## src/rtl/reg_op_if.sv

```systemverilog
// reg_op_if: bundles the command handshake and the register-bank port of
// reg_op_sequencer.
//   Command side : start, op, rs, rt, rd (to sequencer); busy, done (from sequencer)
//   Bank side    : rd_a, rd_b, wr_c, wr_data, wr_en (from sequencer);
//                  rd_data1, rd_data2 (to sequencer, registered in the bank)
//   Status       : result, zero, carry (from sequencer)
// modport master : the sequencer (drives bank addresses/write port and status)
// modport slave  : the decode/test driver together with the register bank
interface reg_op_if #(
    parameter int unsigned DATA_W = 32,
    parameter int unsigned ADDR_W = 3
);
    logic              start;
    logic [2:0]        op;
    logic [ADDR_W-1:0] rs;
    logic [ADDR_W-1:0] rt;
    logic [ADDR_W-1:0] rd;
    logic              busy;
    logic              done;
    logic [ADDR_W-1:0] rd_a;
    logic [ADDR_W-1:0] rd_b;
    logic [DATA_W-1:0] rd_data1;
    logic [DATA_W-1:0] rd_data2;
    logic [ADDR_W-1:0] wr_c;
    logic [DATA_W-1:0] wr_data;
    logic              wr_en;
    logic [DATA_W-1:0] result;
    logic              zero;
    logic              carry;

    modport master (
        input  start, op, rs, rt, rd, rd_data1, rd_data2,
        output busy, done, rd_a, rd_b, wr_c, wr_data, wr_en, result, zero, carry
    );

    modport slave (
        output start, op, rs, rt, rd, rd_data1, rd_data2,
        input  busy, done, rd_a, rd_b, wr_c, wr_data, wr_en, result, zero, carry
    );
endinterface

```

## src/rtl/reg_op_sequencer.sv

```systemverilog
// reg_op_sequencer: runs one three-address register operation rd <- rs OP rt
// against an 8x32 two-read/one-write register bank.
//   clk  : system clock, all state on the rising edge
//   rst  : synchronous, active-high reset
//   bus  : reg_op_if.master
//            start/op/rs/rt/rd in, busy/done out (command handshake)
//            rd_a/rd_b out, rd_data1/rd_data2 in (bank reads, 1-cycle latency)
//            wr_c/wr_data/wr_en out (bank write, committed on falling edge)
//            result/zero/carry out (status of the last computed operation)
// Sequence: IDLE -> READ -> EXEC -> WRITE -> DONE -> IDLE, one cycle each.
// All outputs are registers.
module reg_op_sequencer #(
    parameter int unsigned DATA_W     = 32,
    parameter int unsigned ADDR_W     = 3,
    parameter bit          R0_PROTECT = 1'b1
) (
    input  logic     clk,
    input  logic     rst,
    reg_op_if.master bus
);

    localparam int unsigned OP_W    = 3;
    localparam int unsigned SHAMT_W = 5;

    typedef enum logic [2:0] {
        ST_IDLE  = 3'd0,
        ST_READ  = 3'd1,
        ST_EXEC  = 3'd2,
        ST_WRITE = 3'd3,
        ST_DONE  = 3'd4
    } state_e;

    typedef enum logic [OP_W-1:0] {
        OP_ADD = 3'b000,
        OP_SUB = 3'b001,
        OP_AND = 3'b010,
        OP_OR  = 3'b011,
        OP_XOR = 3'b100,
        OP_SLL = 3'b101,
        OP_SRL = 3'b110,
        OP_SLT = 3'b111
    } op_e;

    state_e            state_q,   state_d;
    logic [OP_W-1:0]   op_q,      op_d;
    logic [ADDR_W-1:0] rd_q,      rd_d;
    logic              busy_q,    busy_d;
    logic              done_q,    done_d;
    logic [ADDR_W-1:0] rd_a_q,    rd_a_d;
    logic [ADDR_W-1:0] rd_b_q,    rd_b_d;
    logic [ADDR_W-1:0] wr_c_q,    wr_c_d;
    logic [DATA_W-1:0] wr_data_q, wr_data_d;
    logic              wr_en_q,   wr_en_d;
    logic [DATA_W-1:0] result_q,  result_d;
    logic              zero_q,    zero_d;
    logic              carry_q,   carry_d;

    logic [DATA_W-1:0] alu_res;
    logic              alu_carry;
    logic [DATA_W:0]   sum_ext;
    logic [SHAMT_W-1:0] shamt;

    // ALU on the bank outputs, which are valid during EXEC
    always_comb begin
        alu_res   = '0;
        alu_carry = 1'b0;
        sum_ext   = {1'b0, bus.rd_data1} + {1'b0, bus.rd_data2};
        shamt     = bus.rd_data2[SHAMT_W-1:0];
        case (op_e'(op_q))
            OP_ADD: begin
                alu_res   = sum_ext[DATA_W-1:0];
                alu_carry = sum_ext[DATA_W];
            end
            OP_SUB: begin
                alu_res   = bus.rd_data1 - bus.rd_data2;
                // borrow out of an unsigned subtract
                alu_carry = (bus.rd_data1 < bus.rd_data2);
            end
            OP_AND: alu_res = bus.rd_data1 & bus.rd_data2;
            OP_OR:  alu_res = bus.rd_data1 | bus.rd_data2;
            OP_XOR: alu_res = bus.rd_data1 ^ bus.rd_data2;
            OP_SLL: alu_res = bus.rd_data1 << shamt;
            OP_SRL: alu_res = bus.rd_data1 >> shamt;
            OP_SLT: alu_res = ($signed(bus.rd_data1) < $signed(bus.rd_data2)) ?
                              DATA_W'(1) : '0;
            default: alu_res = '0;
        endcase
    end

    // Next-state and registered-output logic
    always_comb begin
        state_d   = state_q;
        op_d      = op_q;
        rd_d      = rd_q;
        busy_d    = busy_q;
        done_d    = 1'b0;
        rd_a_d    = rd_a_q;
        rd_b_d    = rd_b_q;
        wr_c_d    = wr_c_q;
        wr_data_d = wr_data_q;
        wr_en_d   = 1'b0;
        result_d  = result_q;
        zero_d    = zero_q;
        carry_d   = carry_q;

        case (state_q)
            ST_IDLE: begin
                if (bus.start) begin
                    state_d = ST_READ;
                    op_d    = bus.op;
                    rd_d    = bus.rd;
                    busy_d  = 1'b1;
                    // rd_a/rd_b also serve as the latched source indices
                    rd_a_d  = bus.rs;
                    rd_b_d  = bus.rt;
                end
            end
            ST_READ: begin
                state_d = ST_EXEC;
            end
            ST_EXEC: begin
                state_d   = ST_WRITE;
                result_d  = alu_res;
                zero_d    = (alu_res == '0);
                carry_d   = alu_carry;
                wr_c_d    = rd_q;
                wr_data_d = alu_res;
                wr_en_d   = !(R0_PROTECT && (rd_q == '0));
            end
            ST_WRITE: begin
                state_d = ST_DONE;
                done_d  = 1'b1;
            end
            ST_DONE: begin
                state_d = ST_IDLE;
                busy_d  = 1'b0;
                rd_a_d  = '0;
                rd_b_d  = '0;
            end
            default: begin
                state_d = ST_IDLE;
                busy_d  = 1'b0;
                rd_a_d  = '0;
                rd_b_d  = '0;
            end
        endcase
    end

    // State register with synchronous reset
    always_ff @(posedge clk) begin
        if (rst) begin
            state_q   <= ST_IDLE;
            op_q      <= '0;
            rd_q      <= '0;
            busy_q    <= 1'b0;
            done_q    <= 1'b0;
            rd_a_q    <= '0;
            rd_b_q    <= '0;
            wr_c_q    <= '0;
            wr_data_q <= '0;
            wr_en_q   <= 1'b0;
            result_q  <= '0;
            zero_q    <= 1'b0;
            carry_q   <= 1'b0;
        end else begin
            state_q   <= state_d;
            op_q      <= op_d;
            rd_q      <= rd_d;
            busy_q    <= busy_d;
            done_q    <= done_d;
            rd_a_q    <= rd_a_d;
            rd_b_q    <= rd_b_d;
            wr_c_q    <= wr_c_d;
            wr_data_q <= wr_data_d;
            wr_en_q   <= wr_en_d;
            result_q  <= result_d;
            zero_q    <= zero_d;
            carry_q   <= carry_d;
        end
    end

    assign bus.busy    = busy_q;
    assign bus.done    = done_q;
    assign bus.rd_a    = rd_a_q;
    assign bus.rd_b    = rd_b_q;
    assign bus.wr_c    = wr_c_q;
    assign bus.wr_data = wr_data_q;
    assign bus.wr_en   = wr_en_q;
    assign bus.result  = result_q;
    assign bus.zero    = zero_q;
    assign bus.carry   = carry_q;

endmodule

```

## src/flat_wrapper.sv

```systemverilog
// flat-port wrapper written by rule: the top's interface ports become plain ports
module reg_op_sequencer_flat 
#(
    parameter int unsigned DATA_W     = 32,
    parameter int unsigned ADDR_W     = 3,
    parameter bit          R0_PROTECT = 1'b1
)
  (clk, rst, bus_start, bus_op, bus_rs, bus_rt, bus_rd, bus_rd_data1, bus_rd_data2, bus_busy, bus_done, bus_rd_a, bus_rd_b, bus_wr_c, bus_wr_data, bus_wr_en, bus_result, bus_zero, bus_carry);
  reg_op_if #(.DATA_W(DATA_W), .ADDR_W(ADDR_W)) bus_i ();
  input  logic clk;
  input  logic rst;
  input wire logic [$bits(bus_i.start)-1:0] bus_start;
  input wire logic [$bits(bus_i.op)-1:0] bus_op;
  input wire logic [$bits(bus_i.rs)-1:0] bus_rs;
  input wire logic [$bits(bus_i.rt)-1:0] bus_rt;
  input wire logic [$bits(bus_i.rd)-1:0] bus_rd;
  input wire logic [$bits(bus_i.rd_data1)-1:0] bus_rd_data1;
  input wire logic [$bits(bus_i.rd_data2)-1:0] bus_rd_data2;
  output wire logic [$bits(bus_i.busy)-1:0] bus_busy;
  output wire logic [$bits(bus_i.done)-1:0] bus_done;
  output wire logic [$bits(bus_i.rd_a)-1:0] bus_rd_a;
  output wire logic [$bits(bus_i.rd_b)-1:0] bus_rd_b;
  output wire logic [$bits(bus_i.wr_c)-1:0] bus_wr_c;
  output wire logic [$bits(bus_i.wr_data)-1:0] bus_wr_data;
  output wire logic [$bits(bus_i.wr_en)-1:0] bus_wr_en;
  output wire logic [$bits(bus_i.result)-1:0] bus_result;
  output wire logic [$bits(bus_i.zero)-1:0] bus_zero;
  output wire logic [$bits(bus_i.carry)-1:0] bus_carry;
  assign bus_i.start = bus_start;
  assign bus_i.op = bus_op;
  assign bus_i.rs = bus_rs;
  assign bus_i.rt = bus_rt;
  assign bus_i.rd = bus_rd;
  assign bus_i.rd_data1 = bus_rd_data1;
  assign bus_i.rd_data2 = bus_rd_data2;
  assign bus_busy = bus_i.busy;
  assign bus_done = bus_i.done;
  assign bus_rd_a = bus_i.rd_a;
  assign bus_rd_b = bus_i.rd_b;
  assign bus_wr_c = bus_i.wr_c;
  assign bus_wr_data = bus_i.wr_data;
  assign bus_wr_en = bus_i.wr_en;
  assign bus_result = bus_i.result;
  assign bus_zero = bus_i.zero;
  assign bus_carry = bus_i.carry;
  reg_op_sequencer #(.DATA_W(DATA_W), .ADDR_W(ADDR_W), .R0_PROTECT(R0_PROTECT)) u_core (.clk(clk), .rst(rst), .bus(bus_i));
endmodule
```

## config.mk

```make
export PLATFORM = sky130hd
export DESIGN_NAME = reg_op_sequencer_flat
export DESIGN_NICKNAME = d
export VERILOG_FILES = /design/src/rtl/reg_op_if.sv /design/src/rtl/reg_op_sequencer.sv /design/src/flat_wrapper.sv
export SDC_FILE = /design/constraint.sdc
export NUM_CORES = 1
export LEC_CHECK = 0
export BUFFER_PORTS_ARGS = -buffer_cell sky130_fd_sc_hd__buf_2
export CAP_MARGIN = 20
export CORE_MARGIN = 2
export CORE_UTILIZATION = 33
export DETAILED_ROUTE_END_ITERATION = 6
export GPL_ROUTABILITY_DRIVEN = 0
export SYNTH_ARGS = -nofsm -noshare
export SYNTH_HDL_FRONTEND = slang
export SYNTH_SLANG_ARGS = --single-unit
```

## constraint.sdc

```tcl
create_clock -name clk -period 8.2 [get_ports clk]
set_input_delay 1.23 -clock clk [delete_from_list [all_inputs] [get_ports clk]]
set_output_delay 1.23 -clock clk [all_outputs]
set_load 0.05 [all_outputs]
```

Word level (Yosys, flattened, before mapping)
Index checks and enable logic that the tools add are counted.
W data, S select, Z words.
{"block": "op_classes", "reduce_logical": 9, "n_eq_ne": 11, "bitwise": 5, "n_shift": 2, "muxes": 12, "n_addsub": 2, "n_lt_le_gt_ge": 2}
{"cell": "$pmux W32 S8", "n": 1}
{"cell": "$lt A32 B32 Y1", "n": 2}
{"cell": "$add A32 B32 Y33", "n": 1}
{"cell": "$and A32 B32 Y32", "n": 1}
{"cell": "$logic_not A32 Y1", "n": 1}
{"cell": "$or A32 B32 Y32", "n": 1}
{"cell": "$shl A32 B5 Y32", "n": 1}
{"cell": "$shr A32 B5 Y32", "n": 1}
{"cell": "$sub A32 B32 Y32", "n": 1}
{"cell": "$xor A32 B32 Y32", "n": 1}
{"cell": "$eq A3 B2 Y1 const B", "n": 4}
{"cell": "$eq A3 B3 Y1 const B", "n": 4}
{"cell": "$pmux W3 S2", "n": 2}
{"cell": "$pmux W3 S4", "n": 1}
{"cell": "$logic_not A3 Y1", "n": 3}
{"cell": "$mux W3", "n": 3}
{"cell": "$eq A3 B1 Y1 const B", "n": 2}
{"cell": "$pmux W1 S2", "n": 2}
{"cell": "$reduce_and A2 Y1", "n": 2}
{"cell": "$mux W1", "n": 3}
{"cell": "$reduce_or A3 Y1", "n": 1}
{"cell": "$ne A2 B2 Y1 const B", "n": 1}
{"cell": "$not A1 Y1", "n": 2}
{"cell": "$reduce_or A2 Y1", "n": 1}
{"cell": "$logic_not A1 Y1", "n": 1}
{"block": "word_totals", "regBits": 55, "wordCells": 55}

Depth between registers and ports, before layout
Gate-level depths: netlist of the first run.
{"block": "depth", "word_depth": 4, "ltp_mapped": 18, "ltp_nobuf": 14}

Worst setup path before layout of the first run
OpenSTA, ideal clock, no wires.
{"block": "synth_timing", "path_type": "input-to-reg", "from": "input port bus_rd_data2[2]", "to": "register u_core.zero_q, in the netlist u_core.bus.zero", "path_slack_ns": 2.531, "t_arrival_ns": 5.573, "stages": 18, "required_time_ns": 8.104, "cell_sequence": "buf_1 -> inv_2 -> buf_1 -> buf_1 -> clkbuf_1 -> ha_1 -> buf_2 -> inv_1 -> o21ba_2 -> o221a_2 -> o311ai_0 -> a21boi_0 -> xnor2_1 -> a221o_1 -> or4_1 -> nor4_2 -> nand3_1 -> o41ai_2"}
{"block": "synth_between", "elab_chain_cells": 4, "elab_cells_between_ends": 11, "cone_classes": "add/sub: 2; order compare: 1; shift: 2; mux: 2; bitwise: 3; reduce/logical: 1"}
{"item": "start: declaration", "line_no": "flat_wrapper.sv:18", "source": "input wire logic [$bits(bus_i.rd_data2)-1:0] bus_rd_data2;"}
{"item": "$lt A32 B32 Y1", "line_no": "reg_op_sequencer.sv:84", "source": "OP_SLT: alu_res = ($signed(bus.rd_data1) < $signed(bus.rd_data2)) ?"}
{"item": "$mux W1", "line_no": "reg_op_sequencer.sv:84"}
{"item": "$pmux W32 S8 (*)", "line_no": "reg_op_sequencer.sv:69", "source": "case (op_e'(op_q))"}
{"item": "$logic_not A32 Y1 (*)", "line_no": "reg_op_sequencer.sv:124", "source": "zero_d = (alu_res == '0);"}
{"item": "end signal: assignment", "line_no": "reg_op_sequencer.sv:177", "source": "zero_q <= zero_d;"}
{"item": "end: declaration", "line_no": "reg_op_sequencer.sv:55", "source": "logic zero_q, zero_d;"}
Mark *: on every way between the ends. The rest lies on a longest branch, timed or not.
A chain may end at the register's enable or synchronous reset.

Worst setup path in the final report of the first run
{"block": "layout_timing", "from": "input port bus_rd_data2[0]", "to": "register u_core.zero_q, in the netlist u_core.bus.zero"}
The elaborated chain is that of the path after synthesis.

==> results of run 1 <==
## tightest hold or removal path, cell delays in order (launching register included)
cell,delay (ns)
sky130_fd_sc_hd__dfxtp_1,0.31
sky130_fd_sc_hd__nand2_1,0.05
sky130_fd_sc_hd__a21oi_1,0.05
## routing by layer
layer / track usage, % / vias up / wire, um
met5: 0 / - / 8
met4: 17.0 / 2 / 4110
met3: 7.66 / 261 / 7500
met2: 41.7 / 1246 / 21300
met1: 37.5 / 6465 / 20600
li1: - / 5980 / -
## sequential cells by signal (all words and copies together) (netlist names)
name	cells
u_core.bus.busy	1
u_core.bus.carry	1
u_core.bus.done	1
u_core.bus.rd_a	3
u_core.bus.rd_b	3
u_core.bus.wr_c	3
u_core.bus.wr_data	32
u_core.bus.wr_en	1
u_core.bus.zero	1
u_core.op_q	3
u_core.rd_q	3
u_core.state_q	3
## stage by stage
step                      utilization (%)  power, mW  setup slack [ns]
after floorplan                         -       1.06              2.53
after global placement               35.9       1.35              2.01
after detailed placement             35.9       1.36              2.25
after CTS                            36.4       1.60              2.54
after global routing                 36.5       1.71              2.28
final                                36.5       1.65              2.12
## kinds of logic (layout without fill, tap and decap cells)
| group | count (synthesis) | in the layout | share of synthesized area (%) |
|---|---|---|---|
| AND/OR/NAND/NOR | 518 | 518 | 21.3 |
| buffers and inverters | 259 | 297 | 10.3 |
| AO/OA/AOI/OAI | 533 | 533 | 32.2 |
| adder cells (fa/ha/maj) | 100 | 100 | 11.2 |
| flip-flops | 55 | 55 | 9.78 |
| XOR/XNOR | 16 | 16 | 1.24 |
| multiplexers | 106 | 106 | 14.0 |
## worst paths after layout
kind | endpoint | depth (start not counted) | from
max reg2reg | u_core.bus.zero$_SDFFE_PP0N_ | 10 | u_core.op_q[2]$_SDFFE_PP0P_
min | u_core.bus.wr_c[0]$_SDFFE_PP0N_ | 2 | u_core.bus.wr_c[0]$_SDFFE_PP0N_
min reg2reg | u_core.bus.wr_c[0]$_SDFFE_PP0N_ | 2 | u_core.bus.wr_c[0]$_SDFFE_PP0N_
max | u_core.bus.zero$_SDFFE_PP0N_ | 13 | bus_rd_data2[0]
## cell usage in the layout (no fill, tap or decap), drive strengths merged, types with 7 or more instances in the layout
cell type / n
ha: 97
nand2b: 16
o221ai: 16
a22oi: 46
nand2: 122
o22ai: 39
a21oi: 133
o21ai: 72
a31oi: 17
a21o: 7
inv: 105
buf: 180
a211o: 9
or3: 7
nor2: 187
mux2i: 38
o21bai: 9
nand4: 18
nor2b: 17
nor4: 19
dfxtp: 55
or2: 10
and3: 7
a211oi: 40
nand3: 41
o211ai: 29
a221oi: 16
mux2: 31
a311oi: 9
o31ai: 16
a2111oi: 9
xnor2: 16
mux4: 37
nor3: 52
## power groups by stage
stage	Clock (mW)	Combinational, mW	Sequential, mW
3_5_place_dp	0	1.03	0.326
6_report	0.242	1.09	0.321
4_1_cts	0.243	1.04	0.320
5_1_grt	0.254	1.13	0.324
3_3_place_gp	0	1.03	0.325
2_1_floorplan	0	0.668	0.391
## cell type report
class | count | area [um2] | share of cell area, %
repair buffers | 181 | 970 | 7.92
clock inverters | 2 | 37.5 | 0.307
multi-input cells | 1273 | 9030 | 73.8
flip-flops and latches | 55 | 1100 | 9.01
inverters | 109 | 409 | 3.34
clock buffers | 5 | 125 | 1.02
well taps | 448 | 561 | 4.58
==> run_results.csv, run 1 <==
group,metric,value,unit
grt,first_global_vias,12500,
final_layout,drive_above_1_share,17.7,%
clock_tree,post_cts_resized,0,
drt,drt-total-wl,53500,um
clock_tree,cts_root_buffer,"sky130_fd_sc_hd__clkbuf_16",
grt,grt_pass1_wl,79000,um
synth,synth_flop_cell,"sky130_fd_sc_hd__dfxtp_1",
power,p_per_area,135,mW/mm2
timing,fin_setup_tns,0,ns
timing,fin_crit,6.08,ns
synth,synthDistinctLibCells,86,
drt,drt.antenna.violating_nets,0,
placement,dpl.cell_count,2063,
critical_path,cp-end-kind,"flop",
timing,max_slew.worst_pin.slew,1.38,ns
final_layout,syn_to_final_growth,8.69,%
critical_path,master_of_the_slowest_instance_on_the_critical_path,"sky130_fd_sc_hd__a2111oi_0",
timing,setup_violations,0,
power,clkPwrFrac,14.6,%
final_layout,n_antenna_cell,0,
synth,synth_commonest_cells,"sky130_fd_sc_hd__nor2_1, sky130_fd_sc_hd__a21oi_1, sky130_fd_sc_hd__nand2_1",
timing,hold_violations,0,
final_layout,final_area,0.0122,mm2
floorplanning,design.core.area,0.0335,mm2
synth,netlist_top_cells_area,"sky130_fd_sc_hd__ha_1, sky130_fd_sc_hd__dfxtp_1, sky130_fd_sc_hd__mux4_2",
clock_tree,worst_setup_hold_path_clk_slew,0.08,ns
timing,rsz0062_at_grt,"false",
synth,netlist_instances,1587,
synth,synth_seq_cells,55,
critical_path,critical_path_required,8.41,ns
timing,layout_worst_path_cycle_share,74.1,%
drt,detail_route.wl_per_cell,25.8,um
power,worst_ir_drop_vdd,0.113,mV
clock_tree,cts_tree,"yes",
clock_tree,postCtsHoldBufs,0,
grt,initial_antenna_violation_count,1,
synth,synth_top_cell_area_share,10.8,%
critical_path,cp_data_arrival_time,6.29,ns
clock_tree,cts-htree-levels,2,
critical_path,crit_family,"compound AO/OA/AOI/OAI gates",
floorplanning,row_cnt,67,
synth,postSynthAreaPerCell,7.09,um2
floorplanning,initial_utilization,33.6,%
power,cellLeakagePower,5.04,nW
critical_path,kind_of_critical_path,"in -> reg",
status,outcome,"complete, no violations",
floorplanning,io_pins,157,
critical_path,setup.reg_to_reg.worst_slack,2.88,ns
placement,post-dp-hpwl,40700,um
critical_path,worst_path_max_fanout,46,
clock_tree,cts_buffers,5,
grt,grtUsageTotal,28.5,%
final_layout,final_cells,2073,
synth,syn_area,0.0113,mm2
grt,grt_overflow,0,
power,p_int,0.761,mW
final_layout,fin_nets,1803,
critical_path,critPathMaxStageDelay,1.13,ns
clock_tree,clock_sink_count,55,
clock_tree,clock_network_latency_to_the_later_pin_of_the_worst_skew_pair,0.30,ns
synth,async_reset_ff_share,0,%
drt,vias,14000,
synth,synth_largest_area_cell,"sky130_fd_sc_hd__ha_1",
power,p_switching,0.892,mW
flow_run,drv.max_cap_violation_count,0,
synth,ys_seq_area_share,9.78,%
final_layout,final.fill_count,3610,
synth,synthesis.yosys.warnings,0,
placement,port-buffer-count,156,
floorplanning,die_x_extent,189,um
critical_path,cell_repeated_most_along_the_worst_path,"sky130_fd_sc_hd__nand2_1",
drt,drt_first_iter_violations,2307,
timing,slew_headroom,5.57,%
timing,achievable-frequency,165,MHz
critical_path,crit_path_start_kind,"input pin",
critical_path,worstPathBufferInverterCount,2,
power,power_frac_seq,19.4,%
min_path,min_path_type,"reg -> reg",
synth,synth-edff-count,0,
placement,place_area,0.0121,mm2
drt,drc_errors,0,
power,combinationalPowerShare,66.0,%
grt,grt_start_max_net_pins,80,
drt,vias_per_instance,6.73,
floorplanning,floorplan.die_area,0.0356,mm2
synth,mappedNetlistNets,1765,
timing,hold_ws,0.451,ns
clock_tree,cts_max_path_buffers,2,
power,power.share.switching,54.0,%
timing,final-max-slew-violation-count,0,
floorplanning,chipHeight,189,um
timing,fin_worst_skew,0.0105,ns
critical_path,cp_cell_sequence,"buf_4, clkinv_1, ha_1, nand2_1, a21oi_1, nand2_1, o221ai_1, a2111oi_0, o21ai_0, or4_1, nor4_2, nand3_1, o41ai_2",
clock_tree,post_cts_buffers,0,
drt,drt_pass_1_iters,7,
synth,yosysMostFrequentCell,"sky130_fd_sc_hd__nor2_1",
(Power assumes the default switching activity.)
==> inputs of run 2 (changes only) <==
Clock period 8.2 ns to 5.4 ns, I/O delays scaled along.
==> run 2 against run 1 <==
  * The flow now finishes with violations (DRC)
  * Clock power rose by 68%
  * First-iteration DRC count rose by 4.1%
  * Final area rose by 2.5%
  * Power rose by 57%
  * Clock skew fell by 0.0074 ns
  * Critical path depth rose by 2
  * Combinational power rose by 57%
  * Critical path type unchanged
  * Highest routed layer is now met4
==> run_results.csv, run 2 (synthesis gave the netlist of run 1 again) <==
group,metric,value,unit
status,outcome,"complete, but fails checks",
status,violations,"DRC",
timing,setup_violations,0,
clock_tree,cts_tree,"yes",
grt,grt_overflow,0,
critical_path,worst_setup_path_startpoint,"bus_rd_data1[9]",
timing,fin_crit,4.99,ns
grt,grtUsageTotal,28.3,%
drt,detail_route.wl_per_cell,25.1,um
grt,met3_track_utilization_from_global_routing,8.31,%
clock_tree,cts_buffers,5,
placement,place_area,0.0123,mm2
timing,fin_setup_tns,0,ns
grt,busiest_layer,"met2",
floorplanning,chipHeight,189,um
timing,achievable-frequency,201,MHz
critical_path,cp_cell_sequence,"buf_2, inv_1, ha_1, inv_1, a21oi_1, o311ai_0, o21ai_0, nor4_1, o32ai_1, a21oi_1, o31ai_1, buf_4, nor4_2, nand3_1, o41ai_2",
min_path,min_path_type,"reg -> reg",
drt,drt_pass_1_iters,7,
placement,port-buffer-count,156,
drt,vias_per_instance,6.62,
floorplanning,die_x_extent,189,um
final_layout,final_common_cell,"sky130_fd_sc_hd__nor2_1",
timing,slew_headroom,26.5,%
final_layout,fin_nets,1838,
clock_tree,cts-htree-levels,2,
clock_tree,clock_sink_count,55,
clock_tree,clock_network_latency_to_the_later_pin_of_the_worst_skew_pair,0.29,ns
grt,grt_pass1_wl,78200,um
clock_tree,postCtsHoldBufs,0,
placement,post-dp-hpwl,41300,um
critical_path,crit_path_start_kind,"input pin",
min_path,hp-start,"u_core.bus.wr_c[1]$_SDFFE_PP0N_",
drt,drt-total-wl,53000,um
power,finalPower,2.60,mW
critical_path,cp-end-kind,"flop",
critical_path,worst_path_max_fanout,13,
timing,rsz0062_at_grt,"false",
clock_tree,post_cts_resized,0,
floorplanning,row_cnt,67,
critical_path,kind_of_critical_path,"in -> reg",
clock_tree,worst_setup_hold_path_clk_slew,0.07,ns
power,cellLeakagePower,5.22,nW
grt,initial_antenna_violation_count,3,
floorplanning,io_pins,157,
timing,hold_violations,0,
final_layout,drive_above_1_share,19.4,%
placement,preCtsSetupSlack,0.528,ns
final_layout,largest_reg_flops,32,
final_layout,final_cells,2111,
timing,layout_worst_path_cycle_share,92.4,%
clock_tree,post_cts_buffers,0,
timing,fin_worst_skew,0.00310,ns
final_layout,most_used_cells_in_the_layout_excluding_fill_and_tap_cells,"sky130_fd_sc_hd__nor2_1, sky130_fd_sc_hd__buf_2, sky130_fd_sc_hd__a21oi_1",
drt,drt_first_iter_violations,2402,
final_layout,utilization,37.4,%
drt,drc_errors,3,
clock_tree,cts_max_path_buffers,2,
clock_tree,cts_root_buffer,"sky130_fd_sc_hd__clkbuf_16",
timing,hold_ws,0.455,ns
critical_path,master_of_the_slowest_instance_on_the_critical_path,"sky130_fd_sc_hd__o311ai_0",
timing,final-max-slew-violation-count,0,
floorplanning,design.core.area,0.0335,mm2
drt,vias,14000,
critical_path,critical_path_required,5.60,ns
placement,dpl.cell_count,2100,
grt,first_global_vias,12400,
timing,max_slew.worst_pin.slew,1.09,ns
power,p_per_area,207,mW/mm2
critical_path,critPathMaxStageDelay,0.90,ns
timing,final.setup.worst_slack,0.413,ns
power,worst_ir_drop_vdd,0.214,mV
floorplanning,floorplan.die_area,0.0356,mm2
grt,met2_usage,39.6,%
critical_path,rr_startpoint,"u_core.op_q[1]$_SDFFE_PP0P_",
grt,met1_usage,38.1,%
grt,grt_start_max_net_pins,56,
floorplanning,initial_utilization,33.6,%
final_layout,final_area,0.0125,mm2
critical_path,cp_data_arrival_time,5.19,ns
drt,drt.antenna.violating_nets,0,
final_layout,syn_to_final_growth,11.4,%
flow_run,drv.max_cap_violation_count,0,
-- run 2: critical path: cells and delay by family --
family                   cells  cell delay (ns)
AND/OR/NAND/NOR              3             0.84
buffers and inverters        4             0.71
AO/OA/AOI/OAI                7             2.31
adder cells (fa/ha/maj)      1             0.50
-- run 2: report_power, final --
group / total (mW) / switching [mW] / internal, mW
Sequential: 0.482 / 0.0366 / 0.445
Clock: 0.407 / 0.141 / 0.266
Combinational: 1.71 / 1.18 / 0.529
-- run 2: layout make-up --
cell class	count	area [um2]
inverters	109	409
clock inverters	2	60.1
diodes	2	5.00
multi-input cells	1273	9030
repair buffers	216	1250
flip-flops and latches	55	1100
fillers	3606	21000
clock buffers	6	129
well taps	448	561
-- run 2: layer usage --
layer  vias up  wire length, um
met2      1217            20800
met3       246             7800
met5         -                0
met4         0             3910
li1       6065                -
met1      6451            20400
-- run 2: path summary, 6_finish.rpt --
kind	endpoint	slack, ns	cells after the start
max	u_core.bus.zero$_SDFFE_PP0N_	0.41	15
min reg2reg	u_core.bus.wr_c[1]$_SDFFE_PP0N_	0.46	2
max reg2reg	u_core.bus.zero$_SDFFE_PP0N_	1.24	11
min	u_core.bus.wr_c[1]$_SDFFE_PP0N_	0.46	2
